--- src/rtl/sram_frame_reader_pkg.sv ---
// Shared constants and types for the SRAM frame reader: frame geometry, bus widths, FSM states.
package sram_frame_reader_pkg;

  localparam int FRAME_WIDTH    = 640;
  localparam int FRAME_HEIGHT   = 480;
  localparam int BYTES_PER_WORD = 2;
  localparam int FB_FRAME_WORDS = FRAME_WIDTH * FRAME_HEIGHT / BYTES_PER_WORD;
  localparam int FB_SRAM_AW     = 18;
  localparam int FB_FIFO_DEPTH  = 8;

  typedef enum logic [2:0] {
    ST_IDLE,
    ST_WAIT_FRAME,
    ST_ADDR,
    ST_DATA,
    ST_HOLD,
    ST_DONE
  } rd_state_e;

  // Even pixels live in the low byte because the loader writes them through LB.
  function automatic logic [7:0] word_byte(input logic [15:0] word, input logic sel);
    return sel ? word[15:8] : word[7:0];
  endfunction

endpackage

--- src/rtl/sram_frame_reader_fb_word_fifo.sv ---
// 16-bit first-word-fall-through prefetch FIFO; flush wins over push/pop in the same cycle.
module fb_word_fifo #(
  parameter int DEPTH = 8,
  localparam int PW = $clog2(DEPTH),
  localparam int CW = PW + 1
) (
  input  logic          clk,
  input  logic          reset,
  input  logic          flush,
  input  logic          push,
  input  logic [15:0]   push_data,
  input  logic          pop,
  output logic [15:0]   head,
  output logic          full,
  output logic          empty,
  output logic [CW-1:0] count
);

  logic [15:0]   mem [DEPTH];
  logic [PW-1:0] wr_ptr;
  logic [PW-1:0] rd_ptr;
  logic          do_push;
  logic          do_pop;

  assign full    = (count == CW'(DEPTH));
  assign empty   = (count == '0);
  assign do_push = push && !full;
  assign do_pop  = pop && !empty;
  assign head    = mem[rd_ptr];

  always_ff @(posedge clk) begin
    if (do_push && !flush) mem[wr_ptr] <= push_data;
  end

  always_ff @(posedge clk or negedge reset) begin
    if (!reset) begin
      wr_ptr <= '0;
      rd_ptr <= '0;
      count  <= '0;
    end else if (flush) begin
      wr_ptr <= '0;
      rd_ptr <= '0;
      count  <= '0;
    end else begin
      if (do_push) wr_ptr <= wr_ptr + PW'(1);
      if (do_pop)  rd_ptr <= rd_ptr + PW'(1);
      case ({do_push, do_pop})
        2'b10:   count <= count + CW'(1);
        2'b01:   count <= count - CW'(1);
        default: count <= count;
      endcase
    end
  end

endmodule

--- src/rtl/sram_frame_reader.sv ---
// Reads the resident frame image out of SRAM once per video frame and serves it as a byte-wide
// FWFT pixel stream. The SRAM bus is only driven while load_done is high.
//
// state      | meaning
// IDLE       | loader owns the SRAM, strobes released
// WAIT_FRAME | image resident, waiting for the first frame_start
// ADDR       | address phase of a word read
// DATA       | data phase, word captured into the prefetch FIFO at the end of the cycle
// HOLD       | FIFO full, waiting for the pixel side to free a slot
// DONE       | whole frame fetched, waiting for the next frame_start
module sram_frame_reader
  import sram_frame_reader_pkg::*;
#(
  parameter int FRAME_WORDS = FB_FRAME_WORDS,
  parameter int FIFO_DEPTH  = FB_FIFO_DEPTH,
  parameter int SRAM_AW     = FB_SRAM_AW
) (
  input  logic               clk,
  input  logic               reset,
  input  logic               load_done,
  input  logic               frame_start,
  input  logic               pix_req,
  output logic [7:0]         pix_data,
  output logic               pix_valid,
  output logic               underrun,
  output logic [SRAM_AW-1:0] sramAddr,
  input  logic [15:0]        sramDataIn,
  output logic               sram_oe,
  output logic               sram_we,
  output logic               sram_ce,
  output logic               sram_ub,
  output logic               sram_lb
);

  localparam int CNT_W = $clog2(FRAME_WORDS + 1);
  localparam int FCW   = $clog2(FIFO_DEPTH) + 1;

  rd_state_e        state;
  rd_state_e        state_nxt;
  logic [CNT_W-1:0] word_cnt;
  logic             sel;
  logic             restart;
  logic             abort;
  logic             take;
  logic             fifo_push;
  logic             fifo_pop;
  logic             fifo_full;
  logic             fifo_empty;
  logic [FCW-1:0]   fifo_count;
  logic [15:0]      fifo_head;
  logic             last_word;
  logic             room_after_push;
  logic             bus_active;

  // Losing load_done outranks frame_start; either one discards whatever is in flight.
  assign restart   = load_done && frame_start && (state != ST_IDLE);
  assign abort     = !load_done || restart;
  assign fifo_push = (state == ST_DATA) && !abort;
  assign take      = pix_req && pix_valid && !abort;
  assign fifo_pop  = take && sel;

  assign last_word       = (word_cnt == CNT_W'(FRAME_WORDS - 1));
  assign room_after_push = (fifo_count < FCW'(FIFO_DEPTH - 1)) || fifo_pop;

  assign pix_valid = !fifo_empty;
  assign pix_data  = pix_valid ? word_byte(fifo_head, sel) : 8'h00;
  assign sramAddr  = SRAM_AW'(word_cnt);

  fb_word_fifo #(.DEPTH(FIFO_DEPTH)) u_fifo (
    .clk       (clk),
    .reset     (reset),
    .flush     (abort),
    .push      (fifo_push),
    .push_data (sramDataIn),
    .pop       (fifo_pop),
    .head      (fifo_head),
    .full      (fifo_full),
    .empty     (fifo_empty),
    .count     (fifo_count)
  );

  always_ff @(posedge clk or negedge reset) begin
    if (!reset) state <= ST_IDLE;
    else        state <= state_nxt;
  end

  always_comb begin
    state_nxt  = state;
    bus_active = (state == ST_ADDR) || (state == ST_DATA);
    sram_we    = 1'b1;
    sram_ce    = !bus_active;
    sram_oe    = !bus_active;
    sram_ub    = !bus_active;
    sram_lb    = !bus_active;
    if (!load_done) begin
      state_nxt = ST_IDLE;
    end else if (restart) begin
      state_nxt = ST_ADDR;
    end else begin
      case (state)
        ST_IDLE:       state_nxt = ST_WAIT_FRAME;
        ST_WAIT_FRAME: state_nxt = ST_WAIT_FRAME;
        ST_ADDR:       state_nxt = ST_DATA;
        ST_DATA: begin
          if (last_word)            state_nxt = ST_DONE;
          else if (room_after_push) state_nxt = ST_ADDR;
          else                      state_nxt = ST_HOLD;
        end
        ST_HOLD:       state_nxt = fifo_full ? ST_HOLD : ST_ADDR;
        ST_DONE:       state_nxt = ST_DONE;
        default:       state_nxt = ST_IDLE;
      endcase
    end
  end

  always_ff @(posedge clk or negedge reset) begin
    if (!reset) begin
      word_cnt <= '0;
      sel      <= 1'b0;
      underrun <= 1'b0;
    end else begin
      if (abort)          word_cnt <= '0;
      else if (fifo_push) word_cnt <= word_cnt + CNT_W'(1);

      if (abort)     sel <= 1'b0;
      else if (take) sel <= ~sel;

      if (pix_req && !pix_valid && !restart) underrun <= 1'b1;
    end
  end

endmodule

--- config.mk ---
export PLATFORM = sky130hd
export DESIGN_NAME = sram_frame_reader
export DESIGN_NICKNAME = d
export VERILOG_FILES = /design/src/rtl/sram_frame_reader_pkg.sv /design/src/rtl/sram_frame_reader_fb_word_fifo.sv /design/src/rtl/sram_frame_reader.sv
export SDC_FILE = /design/constraint.sdc
export NUM_CORES = 1
export LEC_CHECK = 0
export CAP_MARGIN = 20
export CORE_UTILIZATION = 60
export CTS_BUF_LIST = sky130_fd_sc_hd__clkbuf_4
export DETAILED_ROUTE_END_ITERATION = 8
export GPL_TIMING_DRIVEN = 0
export PLACE_DENSITY = 0.9
export RECOVER_POWER = 100
export REMOVE_ABC_BUFFERS = 1
export SLEW_MARGIN = 20
export SYNTH_ARGS = -nofsm -noshare
export SYNTH_HDL_FRONTEND = slang
export SYNTH_SLANG_ARGS = --single-unit
--- constraint.sdc ---
create_clock -name clk -period 3.1 [get_ports clk]
set_input_delay 0.465 -clock clk [delete_from_list [all_inputs] [get_ports clk]]
set_output_delay 0.465 -clock clk [all_outputs]
set_load 0.02 [all_outputs]
==> metrics.md, run 1 <==
| Metric | Value |
|---|---|
| Status | `finished with violations` |
| Failing checks | `max-capacitance violations, max-slew violations` |
| Seq/Total Area, Yosys | `~69%` |
| Fin crit period | `2.99 ns` |
| Tot Pwr | `3.78 mW` |
| Startpoint Class | `flop` |
| 1st-pass router iterations | `6` |
| EDFF count, synth | `128` |
| Core Box Area | `10900 um^2` |
| RR Endpoint | `u_fifo.mem[7][8]$_DFFE_PP_` |
| Clock slew seen by the registers of the worst setup and hold paths | `~0.15 ns` |
| Class of the most critical hold timing path | `flop to flop` |
| Num Clock Sinks | `~160` |
| Area growth syn-to-layout | `15.2%` |
| Synth unique cells | `52` |
| DIE HEIGHT | `about 110 um` |
| Die Width | `roughly 110 um` |
| RSZ-0062 raised after global routing | `no` |
| Largest net degree at the start of global routing | `35` |
| Commonest cells after routing, fill and taps aside | `edfxtp_1 (128), dlygate4sd3_1 (41), mux4_2 (32)` |
| Top_reg_cell synth | `edfxtp_1` |
| Critical path capture point type | `flop` |
| Fin. Hold Viols | `0` |
| Vias in the first global route | `just over 4k` |
| Clk_lat worst skew | `0.57 ns` |
| Final setup vio count | `0` |
| R2r setup slk | `0.11 ns` |
| Initial antenna violation count | `2` |
| Static Leakage | `2.62 nW` |
| GR Util All Layers | `between 20% and 30%` |
| Met3 wire length | `892 um` |
| Worst-Margin Slew | `around 1.9 ns` |
| Syn avg cell area | `16.3 um^2` |
| Starting Density | `between 60 and 70%` |
| Vias | `4053` |
| Flops & latches, synth | `161` |
| Worst relative slew slack | `-23.7%` |
| Hold_ws | `between 0.4 and 0.5 ns` |
| CP Max Fanout | `11` |
| Synth Instances | `about 420` |
| Final Core Density | `a little under three quarters` |
| Max Fclk | `around 0.33 GHz` |
| Hold depth | `1` |
| DR iter-0 viols | `roughly 310` |
| Routed WL per cell | `around 22 um` |
| Slew Limit Fails | `34` |
| DRT met1 WL | `5.55 mm` |
| Post-route ant nets | `0` |
| Commonest non-fill, non-tap cell in the layout | `edfxtp_1` |
| Period utilization | `96.5%` |
| Layout cells sized above 1 | `17.3%` |
| Post-synth top area share | `56.6%` |
| PD cells | `483 nW/um^2` |
| VDD IR-drop max | `about 430 uV` |
| Dpl hpwl | `8.78 mm` |
| Final nets | `503` |
| Top Ports | `54` |
| Clock Skews | `0.0191 ns` |
| Post-synth top area cell | `edfxtp_1` |
| CTS H-tree depth | `4` |
| DRC Markers | `0` |
| Hold path start | `underrun$_DFFE_PN0P_` |
| Worst Hold Path EP | `underrun$_DFFE_PN0P_` |
| IO Port Bufs | `52` |
| Gpl congestion | `slightly below 0.8` |
| Clock root buffer | `clkbuf_4` |
| Cell Area, Synth | `~6800 um^2` |
| Final WL | `between 10 and 15 mm` |
| Worst-case clock buffer depth | `2` |
| Met2 routed WL | `7.01 mm` |
| Worst-case reg-to-reg path depth | `5` |
| Max cap viols | `1` |
| CTS tree | `yes` |
| Reg2reg start | `state[2]$_DFF_PN0_` |
| Post-DR vias/cell | `6.41` |
| Synth async-reset ratio | `between 20% and 30%` |
| Crit path arrival time | `3.28 ns` |
| Num CTS Buffers | `17` |
| DIE AREA | `around 12000 um^2` |
| CP Data Required Time | `3.39 ns` |
| Synth top area cells | `edfxtp_1 (57%), dfrtp_1 (12%), mux4_2 (11%), mux2i_1 (2.8%), nor2_1 (1.4%)` |
| First-pass GRT wire length | `21.7 mm` |
| Placement Rows | `38` |
| Top layer in use | `met4` |
| Yosys warnings | `0` |
| Total grt overflow | `0` |
| Crit Path Class | `flop to flop` |
routing by layer:
| metal | GRT usage (%) | vias to the layer above |
|---|---|---|
| met5 | 0 | - |
| met4 | 12.2 | 0 |
| met3 | 8.68 | 37 |
| met2 | 41.4 | 174 |
| met1 | 32.7 | 2067 |
| li1 | - | 1775 |
kinds of logic after synthesis:
| kind of cell | synth area share, % |
|---|---|
| compound gates | 4.71 |
| xor+xnor | 2.19 |
| fa+ha+maj | 0.921 |
| buf+inv | 2.23 |
| flops | 68.7 |
| mux | 13.4 |
| other cells | 0.0552 |
| simple gates | 7.77 |
through the flow:
| stage | cells | setup WS (ns) | TNS (ns) | cell area [um^2] |
|---|---|---|---|---|
| detailed placement | 595 | -0.0555 | -0.0919 | 7540 |
| global route | 631 | 0.00736 | 0 | 7830 |
| global placement | 584 | -1.00 | -50.84 | 7370 |
| floorplan | 392 | 0.246 | 0 | 6670 |
| CTS | 630 | 0.108 | 0 | 7880 |
| finish | 632 | 0.109 | 0 | 7830 |
cell usage after synthesis, drive strengths merged (5+ instances only):
| master | instances |
|---|---|
| edfxtp | 128 |
| dfrtp | 33 |
| mux4 | 32 |
| nor2 | 26 |
| mux2i | 19 |
| nand2 | 15 |
| nand3 | 14 |
| buf | 12 |
| clkbuf | 12 |
| xnor2 | 11 |
| a21oi | 10 |
| nor3 | 10 |
| o22ai | 9 |
| inv | 8 |
| o21ai | 7 |
| o31ai | 6 |
| xor2 | 6 |
| ha | 5 |
| or4 | 5 |
flip-flops by register name (all words and copies together), names as in the netlist:
name and count:
underrun 1, sramAddr 18, u_fifo.wr_ptr 3, state 3, u_fifo.mem 128, u_fifo.count 4
u_fifo.rd_ptr 3, sel 1
report_power, final:
part	switching, mW	internal, mW
Sequential	0.0119	2.34
Combinational	0.0903	0.0486
Clock	0.793	0.501
worst max path at each step:
stage | from | end | depth (start not counted)
floorplan | u_fifo.rd_ptr[0]$_DFFE_PN0P_ | pix_data[6] | 3
global placement | frame_start | u_fifo.mem[2][13]$_DFFE_PP_ | 5
detailed placement | frame_start | u_fifo.count[3]$_DFFE_PN0P_ | 8
CTS | u_fifo.rd_ptr[0]$_DFFE_PN0P_ | pix_data[2] | 5
global route | state[1]$_DFF_PN0_ | u_fifo.mem[7][15]$_DFFE_PP_ | 5
finish | state[2]$_DFF_PN0_ | u_fifo.mem[7][8]$_DFFE_PP_ | 5
timing repair:
action	CTS	global route
resized for setup	14	1
setup endpoints to repair	8	2
endpoints found under the hold margin	33	0
hold buffers	1	0
pin swaps	0	0
setup buffers	2	0
final cells by class:
class                           count  area (um^2)
Timing Repair Buffer               66          646
Sequential cell                   161         4680
Inverter                            8         30.0
Clock buffer                       17          128
Clock inverter                     15          175
Antenna cell                        2         5.00
Tap cell                          140          175
Fill cell                         672         3110
Multi-Input combinational cell    223         1990
critical path, cell delays in order, from the launching register on:
cell and delay, ns:
dfrtp_1 0.50, nand3b_1 0.46, nor2_1 0.39, nand3_1 0.25
nor2_1 0.85, buf_8 0.24
Note: power is estimated with default switching activity, not from simulation.
==> run 2, diff against run 1 <==
--- a/config.mk
+++ b/config.mk
@@ -9,7 +9,6 @@
 export CORE_UTILIZATION = 60
 export CTS_BUF_LIST = sky130_fd_sc_hd__clkbuf_4
 export DETAILED_ROUTE_END_ITERATION = 8
-export GPL_TIMING_DRIVEN = 0
 export PLACE_DENSITY = 0.9
 export RECOVER_POWER = 100
 export REMOVE_ABC_BUFFERS = 1
==> metrics.md, run 2 (same netlist as run 1, synthesis figures left out) <==
| Metric | Value |
|---|---|
| Status | `complete, no violations` |
| RR Endpoint | `u_fifo.count[3]$_DFFE_PN0P_` |
| Slew Limit Fails | `0 (-100%)` |
| Multi-input combinational cell area | `1990 um^2 (unchanged)` |
| Hold buffer count at CTS | `0 (-1)` |
| Worst-case reg-to-reg path depth | `7 (+2)` |
| DRC Markers | `0 (unchanged)` |
| M3 GR Usage | `6.63% (-2.0 points)` |
| Core Box Area | `10900 um^2 (unchanged)` |
| Num Clock Sinks | `161 (unchanged)` |
| CP endpoint | `pix_data[4]` |
| Fin. Hold Viols | `0 (unchanged)` |
| CP Data Required Time | `2.63 ns (-0.76 ns)` |
| Seq. cell area | `4670 um^2 (-0.16%)` |
| Final WL | `13.8 mm (-0.43%)` |
| Gpl congestion | `0.761 (-2.8%)` |
| Clock slew seen by the registers of the worst setup and hold paths | `0.16 ns (about the same)` |
| Vias in the first global route | `3947 (-3.0%)` |
| Crit Path Class | `flop to primary output` |
| Worst relative slew slack | `11.4% (+35 points)` |
| Clock root buffer | `clkbuf_4` |
| PD cells | `471 nW/um^2 (-2.5%)` |
| Final TNS setup | `0 ns (unchanged)` |
| Max cap viols | `0 (-1)` |
| Clock Skews | `0.0241 ns (+0.00501 ns)` |
| RSZ-0062 raised after global routing | `no` |
| Fin crit period | `2.91 ns (-0.0811 ns)` |
| Vias | `4019 (-0.84%)` |
| Initial antenna violation count | `1 (-1)` |
| M1 GR Usage | `32.8% (+0.16 points)` |
| VDD IR-drop max | `350 uV (-18%)` |
| Top reg by flops | `u_fifo.mem` |
| Largest net degree at the start of global routing | `35 (unchanged)` |
| Final setup vio count | `0 (unchanged)` |
| Reg2reg start | `u_fifo.count[1]$_DFFE_PN0P_` |
| Crit path arrival time | `2.44 ns (-0.84 ns)` |
| Dpl hpwl | `8.48 mm (-3.4%)` |
| Commonest cells after routing, fill and taps aside | `edfxtp_1 (128), dlygate4sd3_1 (41), mux4_2 (32), dfrtp_1 (32), nor2_1 (26)` |
| Total grt overflow | `0 (unchanged)` |
| DR iter-0 viols | `484 (+54%)` |
| Period utilization | `93.9% (-2.6 points)` |
| Clk_lat worst skew | `0.55 ns (-0.02 ns)` |
| Final nets | `509 (+1.2%)` |
| Max reg flops | `128 (unchanged)` |
| Area growth syn-to-layout | `15.0%` |
| DIE HEIGHT | `108 um (unchanged)` |
| R2r setup slk | `0.21 ns (+0.10 ns)` |
| Num CTS Buffers | `17 (unchanged)` |
| Max Fclk | `0.344 GHz (+2.8%)` |
| Routed WL per cell | `21.6 um (-1.2%)` |
| DIE AREA | `11800 um^2 (unchanged)` |
| Post-route ant nets | `0 (unchanged)` |
| GR peak layer | `met2` |
| Top Ports | `54 (unchanged)` |
| CTS H-tree depth | `4 (unchanged)` |
| Class of the most critical hold timing path | `primary input to asynchronous set/reset pin` |
| Post-DR vias/cell | `6.31 (-1.6%)` |
| Area post-placement | `7550 um^2 (+0.12%)` |
| Worst-case clock buffer depth | `2 (unchanged)` |
| IO Port Bufs | `52 (unchanged)` |
| Die Width | `108 um (unchanged)` |
| CTS tree | `yes` |
| Startpoint Class | `flop` |
| Layout cells sized above 1 | `16.7% (-0.61 points)` |
| Design Area, Final | `7820 um^2 (-0.19%)` |
| Met2 usage | `42.0% (+0.59 points)` |
| Placement Rows | `38 (unchanged)` |
| Critical path capture point type | `primary output` |
| Worst-Margin Slew | `1.33 ns (-0.527 ns)` |
| Starting Density | `62.1% (unchanged)` |
| First-pass GRT wire length | `21.1 mm (-2.9%)` |
| CP Max Fanout | `17 (+6)` |
| Commonest non-fill, non-tap cell in the layout | `edfxtp_1` |
| GR Util All Layers | `25.2% (-0.84 points)` |
| Static Leakage | `2.64 nW (+0.84%)` |
| 1st-pass router iterations | `6 (unchanged)` |
| Layout fillers | `679 (+1.0%)` |
| Crit path launch | `u_fifo.rd_ptr[0]$_DFFE_PN0P_` |
-- run 2: cell count changes in the layout (fill, tap and decap cells not counted), moves of 3 or more --
| cell | change |
|---|---|
| clkbuf_2 | +5 |
| clkbuf_1 | +3 |
| nand2_2 | -3 |
| inv_6 | +3 |
| buf_8 | -5 |
-- run 2: final cells by class --
cell class                      count  share of cell area (%)
Sequential cell                   161                    59.8
Tap cell                          140                    2.24
Multi-Input combinational cell    223                    25.5
Inverter                            8                   0.384
Clock inverter                     15                    1.87
Clock buffer                       17                    1.63
Timing Repair Buffer               72                    8.57
Antenna cell                        1                  0.0320
-- run 2: power breakdown --
group	leakage, nW	switching, mW	internal, mW	total [mW]
sequential	1.60	0.0116	2.34	2.35
clock	0.138	0.769	0.418	1.19
combinational	0.903	0.0920	0.0515	0.143
total	2.64	0.873	2.81	3.68
-- run 2: metrics by stage --
stage	hold WS, ns	instances	setup WS [ns]	util (%)	power [mW]
floorplan	0.169	392	0.246	-	2.45
global placement	0.460	603	0.407	69.0	2.54
detailed placement	0.463	603	0.345	69.0	2.55
CTS	0.274	636	0.0116	72.0	3.70
global route	0.355	636	0.0739	71.4	3.79
finish	0.350	637	0.191	71.5	3.68
-- run 2: layer usage --
metal  wire [um]  vias to the layer above
met2        7240                      177
met1        5400                     2030
met4         239                        0
met3         905                       25
li1            -                     1787
met5           0                        -
-- run 2: timing repair --
action,4_1_cts,5_1_grt
resized for setup,11,3
cloned,1,0
endpoints found under the setup margin,8,2
buffers inserted,0,0
-- run 2: worst min path at each step --
stage	from	end	slack, ns	depth (start not counted)
after floorplan	reset	sel$_DFFE_PN0P_	0.17	0
after global placement	underrun$_DFFE_PN0P_	underrun$_DFFE_PN0P_	0.46	1
after detailed placement	underrun$_DFFE_PN0P_	underrun$_DFFE_PN0P_	0.46	1
after CTS	reset	sramAddr[15]$_DFFE_PN0P_	0.27	1
after global routing	reset	sramAddr[15]$_DFFE_PN0P_	0.35	1
final	reset	sramAddr[15]$_DFFE_PN0P_	0.35	1
-- run 2: critical path, cell delays in order (launching register included) --
cell,delay [ns]
dfrtp_2,0.43
bufbuf_16,0.34
mux4_2,0.50
mux2i_1,0.19
o22ai_1,0.11
dlygate4sd2_1,0.33
